## config.mk

```make
export PLATFORM = sky130hd
export DESIGN_NAME = fifo_wr_arbiter_flat
export DESIGN_NICKNAME = d
export VERILOG_FILES = /design/src/rtl/fifo_wr_arbiter_if.sv /design/src/rtl/fifo_wr_arbiter.sv /design/src/flat_wrapper.sv
export SDC_FILE = /design/constraint.sdc
export NUM_CORES = 1
export LEC_CHECK = 0
export CAP_MARGIN = 20
export CELL_PAD_IN_SITES_DETAIL_PLACEMENT = 0
export CELL_PAD_IN_SITES_GLOBAL_PLACEMENT = 1
export CORE_MARGIN = 10
export CORE_UTILIZATION = 25
export CTS_CLUSTER_DIAMETER = 50
export DETAILED_ROUTE_END_ITERATION = 6
export PLACE_DENSITY_LB_ADDON = 0.1
export SLEW_MARGIN = 20
export SYNTH_ARGS = -nofsm -noshare
export SYNTH_HDL_FRONTEND = slang
export SYNTH_SLANG_ARGS = --single-unit
```

## constraint.sdc

```tcl
create_clock -name clk -period 2.44 [get_ports clk]
set_input_delay 0.366 -clock clk [delete_from_list [all_inputs] [get_ports clk]]
set_output_delay 0.366 -clock clk [all_outputs]
set_load 0.02 [all_outputs]
```

## src/rtl/fifo_wr_arbiter_if.sv

```systemverilog
// fifo_wr_arbiter_if
//   Handshake/bus bundle between NUM_REQ producers, the write arbiter and the
//   FIFO write port.
//   req_valid/req_data/req_ready : per-producer valid/ready beat interface
//   w_en/data_in/full            : FIFO write side
//   grant_vld/grant_id           : current ownership status
//   modport slave  : the arbiter
//   modport master : the producers/FIFO side driving it
interface fifo_wr_arbiter_if #(
    parameter int unsigned DATA_WIDTH = 8,
    parameter int unsigned NUM_REQ    = 4
) ();
    localparam int unsigned ID_W = (NUM_REQ > 1) ? $clog2(NUM_REQ) : 1;

    logic [NUM_REQ-1:0]            req_valid;
    logic [NUM_REQ*DATA_WIDTH-1:0] req_data;
    logic [NUM_REQ-1:0]            req_ready;
    logic                          w_en;
    logic [DATA_WIDTH-1:0]         data_in;
    logic                          full;
    logic                          grant_vld;
    logic [ID_W-1:0]               grant_id;

    modport slave (
        input  req_valid, req_data, full,
        output req_ready, w_en, data_in, grant_vld, grant_id
    );

    modport master (
        output req_valid, req_data, full,
        input  req_ready, w_en, data_in, grant_vld, grant_id
    );
endinterface

```

## src/rtl/fifo_wr_arbiter.sv

```systemverilog
// fifo_wr_arbiter
//   Round-robin arbiter sharing one FIFO write port among NUM_REQ producers.
//   A grant is held for up to MAX_BURST accepted beats, or until the owner
//   drops valid; FIFO full stalls the owner without counting toward the burst.
//   Ports:
//     clk   : clock, all state on posedge
//     rst_n : asynchronous active-low reset
//     bus   : fifo_wr_arbiter_if.slave (req_valid/req_data/req_ready,
//             w_en/data_in/full, grant_vld/grant_id)
module fifo_wr_arbiter #(
    parameter int unsigned DATA_WIDTH = 8,
    parameter int unsigned NUM_REQ    = 4,
    parameter int unsigned MAX_BURST  = 4
) (
    input  logic             clk,
    input  logic             rst_n,
    fifo_wr_arbiter_if.slave bus
);
    localparam int unsigned ID_W  = (NUM_REQ > 1) ? $clog2(NUM_REQ) : 1;
    localparam int unsigned CNT_W = $clog2(MAX_BURST + 1);
    localparam logic [CNT_W-1:0] LAST_BEAT = CNT_W'(MAX_BURST - 1);
    localparam logic [ID_W-1:0]  LAST_ID   = ID_W'(NUM_REQ - 1);

    typedef enum logic {IDLE, LOCKED} state_t;

    state_t                state;
    logic [ID_W-1:0]       rr_ptr;
    logic [ID_W-1:0]       owner;
    logic [CNT_W-1:0]      beat_cnt;
    logic                  grant_q;

    logic                  sel_found;
    logic [ID_W-1:0]       sel_idx;
    logic                  own_valid;
    logic [DATA_WIDTH-1:0] own_data;

    // Round-robin pick as two linear passes (indices >= rr_ptr first, then
    // the ones below it) so every select index is a loop constant.
    always_comb begin
        sel_found = 1'b0;
        sel_idx   = '0;
        for (int unsigned i = 0; i < NUM_REQ; i++) begin
            if (!sel_found && bus.req_valid[i] && (i >= 32'(rr_ptr))) begin
                sel_found = 1'b1;
                sel_idx   = ID_W'(i);
            end
        end
        for (int unsigned i = 0; i < NUM_REQ; i++) begin
            if (!sel_found && bus.req_valid[i] && (i < 32'(rr_ptr))) begin
                sel_found = 1'b1;
                sel_idx   = ID_W'(i);
            end
        end
    end

    always_comb begin
        own_valid = 1'b0;
        own_data  = '0;
        for (int unsigned i = 0; i < NUM_REQ; i++) begin
            if (i == 32'(owner)) begin
                own_valid = bus.req_valid[i];
                own_data  = bus.req_data[i*DATA_WIDTH +: DATA_WIDTH];
            end
        end
    end

    // Write side follows the owner combinationally; gated by state so an
    // asynchronous reset kills w_en immediately.
    always_comb begin
        bus.req_ready = '0;
        bus.w_en      = 1'b0;
        bus.data_in   = '0;
        if (state == LOCKED) begin
            for (int unsigned i = 0; i < NUM_REQ; i++) begin
                if (i == 32'(owner)) begin
                    bus.req_ready[i] = !bus.full;
                end
            end
            bus.w_en    = own_valid & !bus.full;
            bus.data_in = own_data;
        end
    end

    assign bus.grant_vld = grant_q;
    assign bus.grant_id  = owner;

    always_ff @(posedge clk or negedge rst_n) begin
        if (!rst_n) begin
            state    <= IDLE;
            rr_ptr   <= '0;
            owner    <= '0;
            beat_cnt <= '0;
            grant_q  <= 1'b0;
        end else begin
            case (state)
                IDLE: begin
                    if (sel_found) begin
                        owner    <= sel_idx;
                        beat_cnt <= '0;
                        grant_q  <= 1'b1;
                        state    <= LOCKED;
                    end
                end
                LOCKED: begin
                    // Release on owner drop (even while full) or on the last
                    // accepted beat of the burst; a full stall just holds.
                    if (!own_valid || (!bus.full && (beat_cnt == LAST_BEAT))) begin
                        rr_ptr  <= (owner == LAST_ID) ? '0 : owner + 1'b1;
                        grant_q <= 1'b0;
                        state   <= IDLE;
                    end else if (!bus.full) begin
                        beat_cnt <= beat_cnt + 1'b1;
                    end
                end
                default: state <= IDLE;
            endcase
        end
    end
endmodule

```

## src/flat_wrapper.sv

```systemverilog
// flat-port wrapper written by rule: the top's interface ports become plain ports
module fifo_wr_arbiter_flat 
#(
    parameter int unsigned DATA_WIDTH = 8,
    parameter int unsigned NUM_REQ    = 4,
    parameter int unsigned MAX_BURST  = 4
)
  (clk, rst_n, bus_req_valid, bus_req_data, bus_full, bus_req_ready, bus_w_en, bus_data_in, bus_grant_vld, bus_grant_id);
  fifo_wr_arbiter_if #(.DATA_WIDTH(DATA_WIDTH), .NUM_REQ(NUM_REQ)) bus_i ();
  input  logic clk;
  input  logic rst_n;
  input wire logic [$bits(bus_i.req_valid)-1:0] bus_req_valid;
  input wire logic [$bits(bus_i.req_data)-1:0] bus_req_data;
  input wire logic [$bits(bus_i.full)-1:0] bus_full;
  output wire logic [$bits(bus_i.req_ready)-1:0] bus_req_ready;
  output wire logic [$bits(bus_i.w_en)-1:0] bus_w_en;
  output wire logic [$bits(bus_i.data_in)-1:0] bus_data_in;
  output wire logic [$bits(bus_i.grant_vld)-1:0] bus_grant_vld;
  output wire logic [$bits(bus_i.grant_id)-1:0] bus_grant_id;
  assign bus_i.req_valid = bus_req_valid;
  assign bus_i.req_data = bus_req_data;
  assign bus_i.full = bus_full;
  assign bus_req_ready = bus_i.req_ready;
  assign bus_w_en = bus_i.w_en;
  assign bus_data_in = bus_i.data_in;
  assign bus_grant_vld = bus_i.grant_vld;
  assign bus_grant_id = bus_i.grant_id;
  fifo_wr_arbiter #(.DATA_WIDTH(DATA_WIDTH), .NUM_REQ(NUM_REQ), .MAX_BURST(MAX_BURST)) u_core (.clk(clk), .rst_n(rst_n), .bus(bus_i));
endmodule
```

**Yosys cells after proc, flatten, opt, wreduce, memory -nomap -nowiden**

Index checks and enable logic that the tools add are counted.

- $add $sub $neg: 2
- Order comparisons: 6
- Equality and inequality tests: 9
- Mux-type cells: 39
- Bitwise logic cells: 2
- Reductions and logical operators: 27

Operator list:

| cell | count |
|---|---|
| $mux W8 | 5 |
| $mux W1 | 21 |
| $logic_and A1 B1 Y1 | 13 |
| $mux W2 | 6 |
| $mux W3 | 3 |
| $logic_not A1 Y1 | 8 |
| $ne A2 B2 Y1 const B | 3 |
| $pmux W3 S2 | 1 |
| $reduce_and A2 Y1 | 3 |
| $eq A2 B2 Y1 const A | 2 |
| $ge A1 B2 Y1 const A | 2 |
| $lt A1 B2 Y1 const A | 2 |
| $mux W4 | 1 |
| $pmux W1 S2 | 2 |
| $add A3 B1 Y3 const B | 1 |
| $eq A3 B2 Y1 const B | 1 |
| $reduce_and A3 Y1 | 1 |
| $add A2 B1 Y2 const B | 1 |
| $eq A1 B2 Y1 const A | 1 |
| $eq A2 B2 Y1 const B | 1 |
| $ge A2 B2 Y1 const A | 1 |
| $logic_not A2 Y1 | 1 |
| $lt A2 B2 Y1 const A | 1 |
| $ne A2 B1 Y1 const B | 1 |
| 3 further kinds | 3 |

- Register bits: 9
- Input bits: 39
- Output and inout port bits: 16
- Word-level logic and storage cells: 90

**Longest topological paths before layout**

Gate-level depths: netlist of the first run.

- Depth after elaboration: 28
- Gate-level depth with buffers: 8
- Mapped depth without buffers: 6

**Worst setup path after synthesis of the first run**

Ideal clock, no wire load.

- Path kind: register -> output
- Start: register u_core.owner[1] (netlist: u_core.bus.grant_id[1])
- End: output bus_w_en
- Data arrival time: 1,842 ps
- Required time: 2,074 ps
- Slack: 232 ps
- Cell stages (with the launch flop): 7
- Path buffers: 1
- Cells stage by stage: dfrtp_1 inv_1 ha_1 buf_6 nand3b_1 a211o_1 nor3_1

- Word-level cells in the longest chain between the ends: 7
- Elaborated cells on any way between the ends: 10
- Classes of those cells: eq/ne: 3; mux: 5; bitwise: 1; reduce/logical: 1

RTL lines:

| element | line | source |
|---|---|---|
| start, declared | fifo_wr_arbiter.sv:28 | `logic [ID_W-1:0] owner;` |
| start signal, assigned | fifo_wr_arbiter.sv:98 | `owner <= sel_idx;` |
| $logic_not A2 Y1 | fifo_wr_arbiter.sv:60 | `if (i == 32'(owner)) begin` |
| $mux W1 (3 in series) | fifo_wr_arbiter.sv:60 |  |
| $mux W1 (*) | fifo_wr_arbiter.sv:60 |  |
| $and A1 B1 Y1 (*) | fifo_wr_arbiter.sv:79 | `bus.w_en = own_valid & !bus.full;` |
| $mux W1 (*) | fifo_wr_arbiter.sv:73 | `if (state == LOCKED) begin` |
| end, declared | flat_wrapper.sv:16 | `output wire logic [$bits(bus_i.w_en)-1:0] bus_w_en;` |

Mark *: on every way between the ends. The rest lies on a longest branch, timed or not.

**Worst setup path after layout of the first run**

- Start: register u_core.owner[0] (netlist: u_core.bus.grant_id[0])
- End: output bus_data_in[4]

- Word-level cells in the longest chain between the ends: 6
- Elaborated cells on any way between the ends: 9
- Classes of those cells: eq/ne: 3; mux: 5; reduce/logical: 1

RTL lines:

| element | line | source |
|---|---|---|
| $logic_not A2 Y1 | fifo_wr_arbiter.sv:60 |  |
| $mux W8 (3 in series) | fifo_wr_arbiter.sv:60 |  |
| $mux W8 (*) | fifo_wr_arbiter.sv:60 |  |
| $mux W8 (*) | fifo_wr_arbiter.sv:73 |  |
| end, declared | flat_wrapper.sv:17 | `output wire logic [$bits(bus_i.data_in)-1:0] bus_data_in;` |

Marked as above.

==> flow_summary.ini, run 1 <==
[outcome]
status = completed

[critical_path]
worstPathRequired_ns = 2.07
path_max_fanout = 8
cp.arrival_ns = 1.98
crit_type = flop to primary output
endpoint_kind = primary output
critPathLaunchType = flop

[yosys]
syn_inst = 119
synth_edf_count = 0
synth-compound-area-share_pct = 29.8
synth_fa_ha_area_share_pct = 7.78
yosysSeqAreaShare_pct = 23.3
async_reset_ff_share_pct = 100
synthDistinctLibCells = 35
synth_top_family_by_area = compound AO/OA/AOI/OAI gates
syn-cell-area_um2 = 965
synthMuxAreaShare_pct = 9.99
synth_top_flop_cell = dfrtp_1
avgSynthCellArea_um2 = 8.11
yosys_register_bits = 9
syn-num-nets = 164
synth-simple-area-share_pct = 21.5
synth_xor_area_share_pct = 0
yosysWarnings = 0

[cells_and_area]
finalInstanceArea_um2 = 1740
area_growth_pct = 80.8
multiInputGateArea_um2 = 707
drive_above_1_share_pct = 23.2
n_antenna_cell = 0
postLayoutCoreUtil_pct = 47.3
nFillCells = 386
fin_nets = 236
regArea_um2 = 226

[clock_tree]
clk_pin_slew_ns = 0.05
hold_buffers = 0
cts_tree = built
max-clock-path-buffers = 2
cts_root_buffer = clkbuf_8
numCtsBuffers = 3
insertion_delay_ns = 0.24
clock_sinks = 9
htree_levels = 1

[floorplan]
die-height_um = 82.1
start_util_pct = 26.2
die_area_um2 = 6740
num_io_pins = 55
rows = 22
die_w_um = 82.1
core_um2 = 3690

[placed_design]
gp_congestion = 0.785
io_buffers = 54
place_ws_ns = -0.0620
dp_hpwl_mm = 3.10
place_area_um2 = 1670

[sta]
fin_crit_sh_pct = 96.0
max_freq_mhz = 427
worst_pin_slew_ns = 0.461
fin_setup_tns_ns = 0
hold-worst-slack_ns = 0.447
final_hold_viol_count = 0
finalSetupViolCount = 0
maxSlewHeadroom_pct = 69.2
setup_ws_ns = 0.0975
fin_worst_skew_ns = 0.00379
fin_crit_ns = 2.34
drv_slew = 0

[min_path]
hp-class = input port to async pin

[grt]
grtUsageTotal_pct = 10.6
grt_pass1_wl_mm = 5.57
antenna_found_initial = 0
grt_pass1_vias = 1152
grt.overflow.total = 0
grt_max_degree = 10

[route]
detail-route-antenna-nets = 0
drcViolationCount = 0
wl_per_cell_um = 15.7
wirelength_mm = 3.74
viasPerCell = 4.70
drt_iter0_drc = 25
via_count = 1119
firstDrtPassIters = 4

[pwr]
peakVddDrop_uv = 482
leakage_nw = 0.751
power_density_nw_per_um2 = 1160

[run]
cap_violations = 0
## kinds of logic (layout without fill, tap and decap cells)
logic type,Yosys count,count (layout)
fa+ha+maj,6,6
flops,9,9
simple gates,42,42
mux,8,8
buf+inv,16,87
compound gates,38,38
## critical path: stages, from the launching register on
cell and delay (ns):
dfrtp_2 0.45, inv_2 0.12, ha_4 0.19, buf_4 0.16, mux2_2 0.34, a22o_1 0.17, dlygate4sd2_1 0.32
## synth_stat cells, types with 2 or more instances
cell       n  area share (%)
nor2_1     6             2.3
nand3_1    3             1.6
inv_1      7             2.7
dfrtp_1    9              23
a22o_1     7             6.4
a221oi_1   2             1.8
o311ai_1   5             4.5
and2_1     5             3.2
nor2b_1    5             3.2
clkbuf_1   3             1.2
o21ai_0   10             5.2
mux2_4     2             3.1
ha_1       6             7.8
mux2_2     5             5.8
buf_2      3             1.6
a211o_1    2             1.8
a21oi_1    4             2.1
nand2_1   17             6.6
a21o_1     2             1.6
## layer usage
metal	GRT usage, %	vias to the layer above	wire [µm]
met4	2.55	0	23
li1	-	572	-
met3	3.46	4	203
met5	0	-	0
met1	11.8	520	1520
met2	19.0	23	1990
## flip-flops by register name (all words and copies together) (netlist names)
name	count
u_core.beat_cnt	3
u_core.bus.grant_id	2
u_core.rr_ptr	2
u_core.bus.grant_vld	1
u_core.state	1
## per-stage QoR
step,power (mW),instances
3_3_place_gp,1.85,233
5_1_grt,2.21,238
6_report,2.03,238
3_5_place_dp,1.87,233
4_1_cts,2.00,237
2_1_floorplan,1.21,119
## report_power, final
group / total (mW) / internal [mW] / switching (mW)
logic: 1.54 / 0.786 / 0.752
registers: 0.312 / 0.226 / 0.0864
clock network: 0.180 / 0.114 / 0.0652
total: 2.03 / 1.13 / 0.903
## layout make-up
class | count | area share, %
timing repair buffer | 75 | 38.7
clock buffer | 4 | 2.58
multi-input combinational | 94 | 40.5
sequential | 9 | 13.0
inverter | 8 | 1.72
tap | 48 | 3.44
## path summary, 6_finish.rpt
check	slack, ns	cells after the start	endpoint	from
max	0.1	6	bus_data_in[4]	u_core.bus.grant_id[0]$_DFFE_PN0P_
min	0.45	1	u_core.bus.grant_vld$_DFFE_PN0P_	rst_n
max reg2reg	0.46	6	u_core.rr_ptr[0]$_DFFE_PN0P_	u_core.bus.grant_id[0]$_DFFE_PN0P_
min reg2reg	0.49	1	u_core.bus.grant_vld$_DFFE_PN0P_	u_core.bus.grant_vld$_DFFE_PN0P_
max in group asynchronous	1.65	1	u_core.bus.grant_id[0]$_DFFE_PN0P_	rst_n
min in group clk	0.49	1	u_core.bus.grant_vld$_DFFE_PN0P_	u_core.bus.grant_vld$_DFFE_PN0P_
## repair_timing
item | CTS | global route
gates cloned | 0 | 0
endpoints found under the setup margin | 9 | 10
pin swaps | 0 | 1
setup buffers | 0 | 1
resized for setup | 12 | 13
## layout by cell type (no fill, tap or decap), drive strengths merged, types with 3 or more instances in the layout
| cell | n |
|---|---|
| inv | 7 |
| clkbuf | 7 |
| o311ai | 5 |
| ha | 6 |
| mux2 | 7 |
| nor2 | 6 |
| buf | 21 |
| nand3 | 3 |
| o21ai | 10 |
| dlygate4sd2 | 6 |
| and2 | 5 |
| nand2 | 17 |
| clkdlybuf4s50 | 45 |
| a21oi | 4 |
| a22o | 7 |
| dfrtp | 9 |
| nor2b | 5 |
Note: power is estimated with default switching activity, not from simulation.
==> run 2: changes to the inputs <==
--- a/config.mk
+++ b/config.mk
@@ -12,7 +12,7 @@
 export CORE_UTILIZATION = 25
 export CTS_CLUSTER_DIAMETER = 50
 export DETAILED_ROUTE_END_ITERATION = 6
-export PLACE_DENSITY_LB_ADDON = 0.1
+export PLACE_DENSITY = 0.87
 export SLEW_MARGIN = 20
 export SYNTH_ARGS = -nofsm -noshare
 export SYNTH_HDL_FRONTEND = slang
==> run 2 against run 1 <==
Sequential power is 3% higher; flip-flop and latch count unchanged; non-clock buffer count is the same; register-to-register slack improved by 0.02 ns; largest power group unchanged; critical endpoint is now bus_data_in[2]; highest routed layer unchanged; design area up 1.4%; global-route usage grew 0.051 points.
==> flow_summary.ini, run 2 (synthesized netlist as in run 1, its figures left out) <==
[sta]
finalSetupViolCount = 0
fin_worst_skew_ns = 0.00295
fin_crit_ns = 2.38
drv_slew = 0
fin_setup_tns_ns = 0
final_hold_viol_count = 0
worst_pin_slew_ns = 0.446
max_freq_mhz = 421
grt_setup_unrepaired = no
fin_crit_sh_pct = 97.4
maxSlewHeadroom_pct = 70.1

[clock_tree]
hold_buffers = 0
insertion_delay_ns = 0.24
max-clock-path-buffers = 2
cts_tree = built
numCtsBuffers = 3
htree_levels = 1
clk_pin_slew_ns = 0.05
cts_root_buffer = clkbuf_8
clock_sinks = 9

[cells_and_area]
largest_reg_flops = 3
area_growth_pct = 83.3
finalInstanceArea_um2 = 1770
fin_nets = 236
n_antenna_cell = 0
top_register = u_core.beat_cnt
final_cell_mix = clkdlybuf4s50_1, buf_4, nand2_1, o21ai_0
drive_above_1_share_pct = 22.1
final_common_cell = clkdlybuf4s50_1

[critical_path]
path_depth = 6
crit_start = u_core.bus.grant_id[0]$_DFFE_PN0P_
crit_end = bus_data_in[2]
cp_top_family = buffers and inverters
crit_slowest_cell = dfrtp_2
crit_type = flop to primary output
reg2reg_slack_ns = 0.48
worstPathRequired_ns = 2.07
rr_worst_depth = 6
slowest_delay_ns = 0.45
worstReg2RegStart = u_core.bus.grant_id[0]$_DFFE_PN0P_
critPathLaunchType = flop
reg2reg_to = u_core.rr_ptr[0]$_DFFE_PN0P_
timing.critical_path.buf_inv = 3
endpoint_kind = primary output
path_max_fanout = 8
path_cells = inv_2 > ha_4 > buf_4 > mux2_2 > a22o_1 > dlygate4sd2_1
cp.arrival_ns = 2.01

[grt]
grtUsageTotal_pct = 10.6
grt_max_degree = 17
grt_pass1_wl_mm = 5.72
grt_pass1_vias = 1224
grt.overflow.total = 0
antenna_found_initial = 0

[route]
wirelength_mm = 3.55
detail-route-antenna-nets = 0
viasPerCell = 4.77
drt_iter0_drc = 29
wl_per_cell_um = 14.9
via_count = 1136
drcViolationCount = 0
firstDrtPassIters = 4

[placed_design]
gp_congestion = 0.831
place_area_um2 = 1690
io_buffers = 54
dp_hpwl_mm = 2.95

[pwr]
peakVddDrop_uv = 576
power_density_nw_per_um2 = 1170
leakage_nw = 0.755

[floorplan]
num_io_pins = 55
rows = 22
die-height_um = 82.1
core_um2 = 3690
start_util_pct = 26.2
die_w_um = 82.1
die_area_um2 = 6740

[outcome]
status = completed

[run]
cap_violations = 0

[min_path]
hp-class = input port to async pin
==> run 2: worst min path at each step <==
stage,cells after the start,endpoint,slack (ns)
finish,1,u_core.beat_cnt[2]$_DFFE_PN0P_,0.44
detailed placement,1,u_core.bus.grant_vld$_DFFE_PN0P_,0.48
floorplan,0,u_core.beat_cnt[0]$_DFFE_PN0P_,0.07
global placement,1,u_core.bus.grant_vld$_DFFE_PN0P_,0.48
global route,1,u_core.bus.grant_vld$_DFFE_PN0P_,0.46
CTS,1,u_core.bus.grant_vld$_DFFE_PN0P_,0.44
==> run 2: cell type report <==
type	count	area, µm²
Clock buffer	4	45.0
Fill cell	375	1920
Inverter	8	32.5
Multi-Input combinational cell	94	704
Sequential cell	9	228
Tap cell	48	60.1
Timing Repair Buffer	75	698
==> run 2: per-stage QoR <==
step / setup slack [ns] / utilization [%] / hold WS, ns / power, mW / instances
global route: 0.00479 / 47.9 / 0.459 / 2.24 / 238
global placement: -0.0222 / 45.9 / 0.479 / 1.86 / 234
floorplan: 0.232 / - / 0.0704 / 1.21 / 119
CTS: -0.0209 / 46.9 / 0.440 / 2.03 / 238
finish: 0.0632 / 47.9 / 0.436 / 2.07 / 238
detailed placement: -0.0675 / 45.9 / 0.483 / 1.90 / 234
==> run 2: what timing repair did <==
| item | 4_1_cts | 5_1_grt |
|---|---|---|
| setup buffers | 0 | 0 |
| endpoints found under the setup margin | 9 | 9 |
| resized for setup | 11 | 13 |
==> run 2: routing by layer <==
| metal | track usage, % | wire, µm | part of all wire [%] |
|---|---|---|---|
| met3 | 3.13 | 336 | 9.5 |
| met5 | 0 | 0 | 0 |
| met4 | 4.08 | 42 | 1.2 |
| met2 | 18.0 | 1580 | 45 |
| met1 | 12.3 | 1590 | 45 |
==> run 2: power by group <==
group,leakage [nW],switching [mW],total [mW],internal (mW)
sequential,0.108,0.0943,0.322,0.228
clock,0.0228,0.0681,0.183,0.115
combinational,0.625,0.750,1.56,0.814
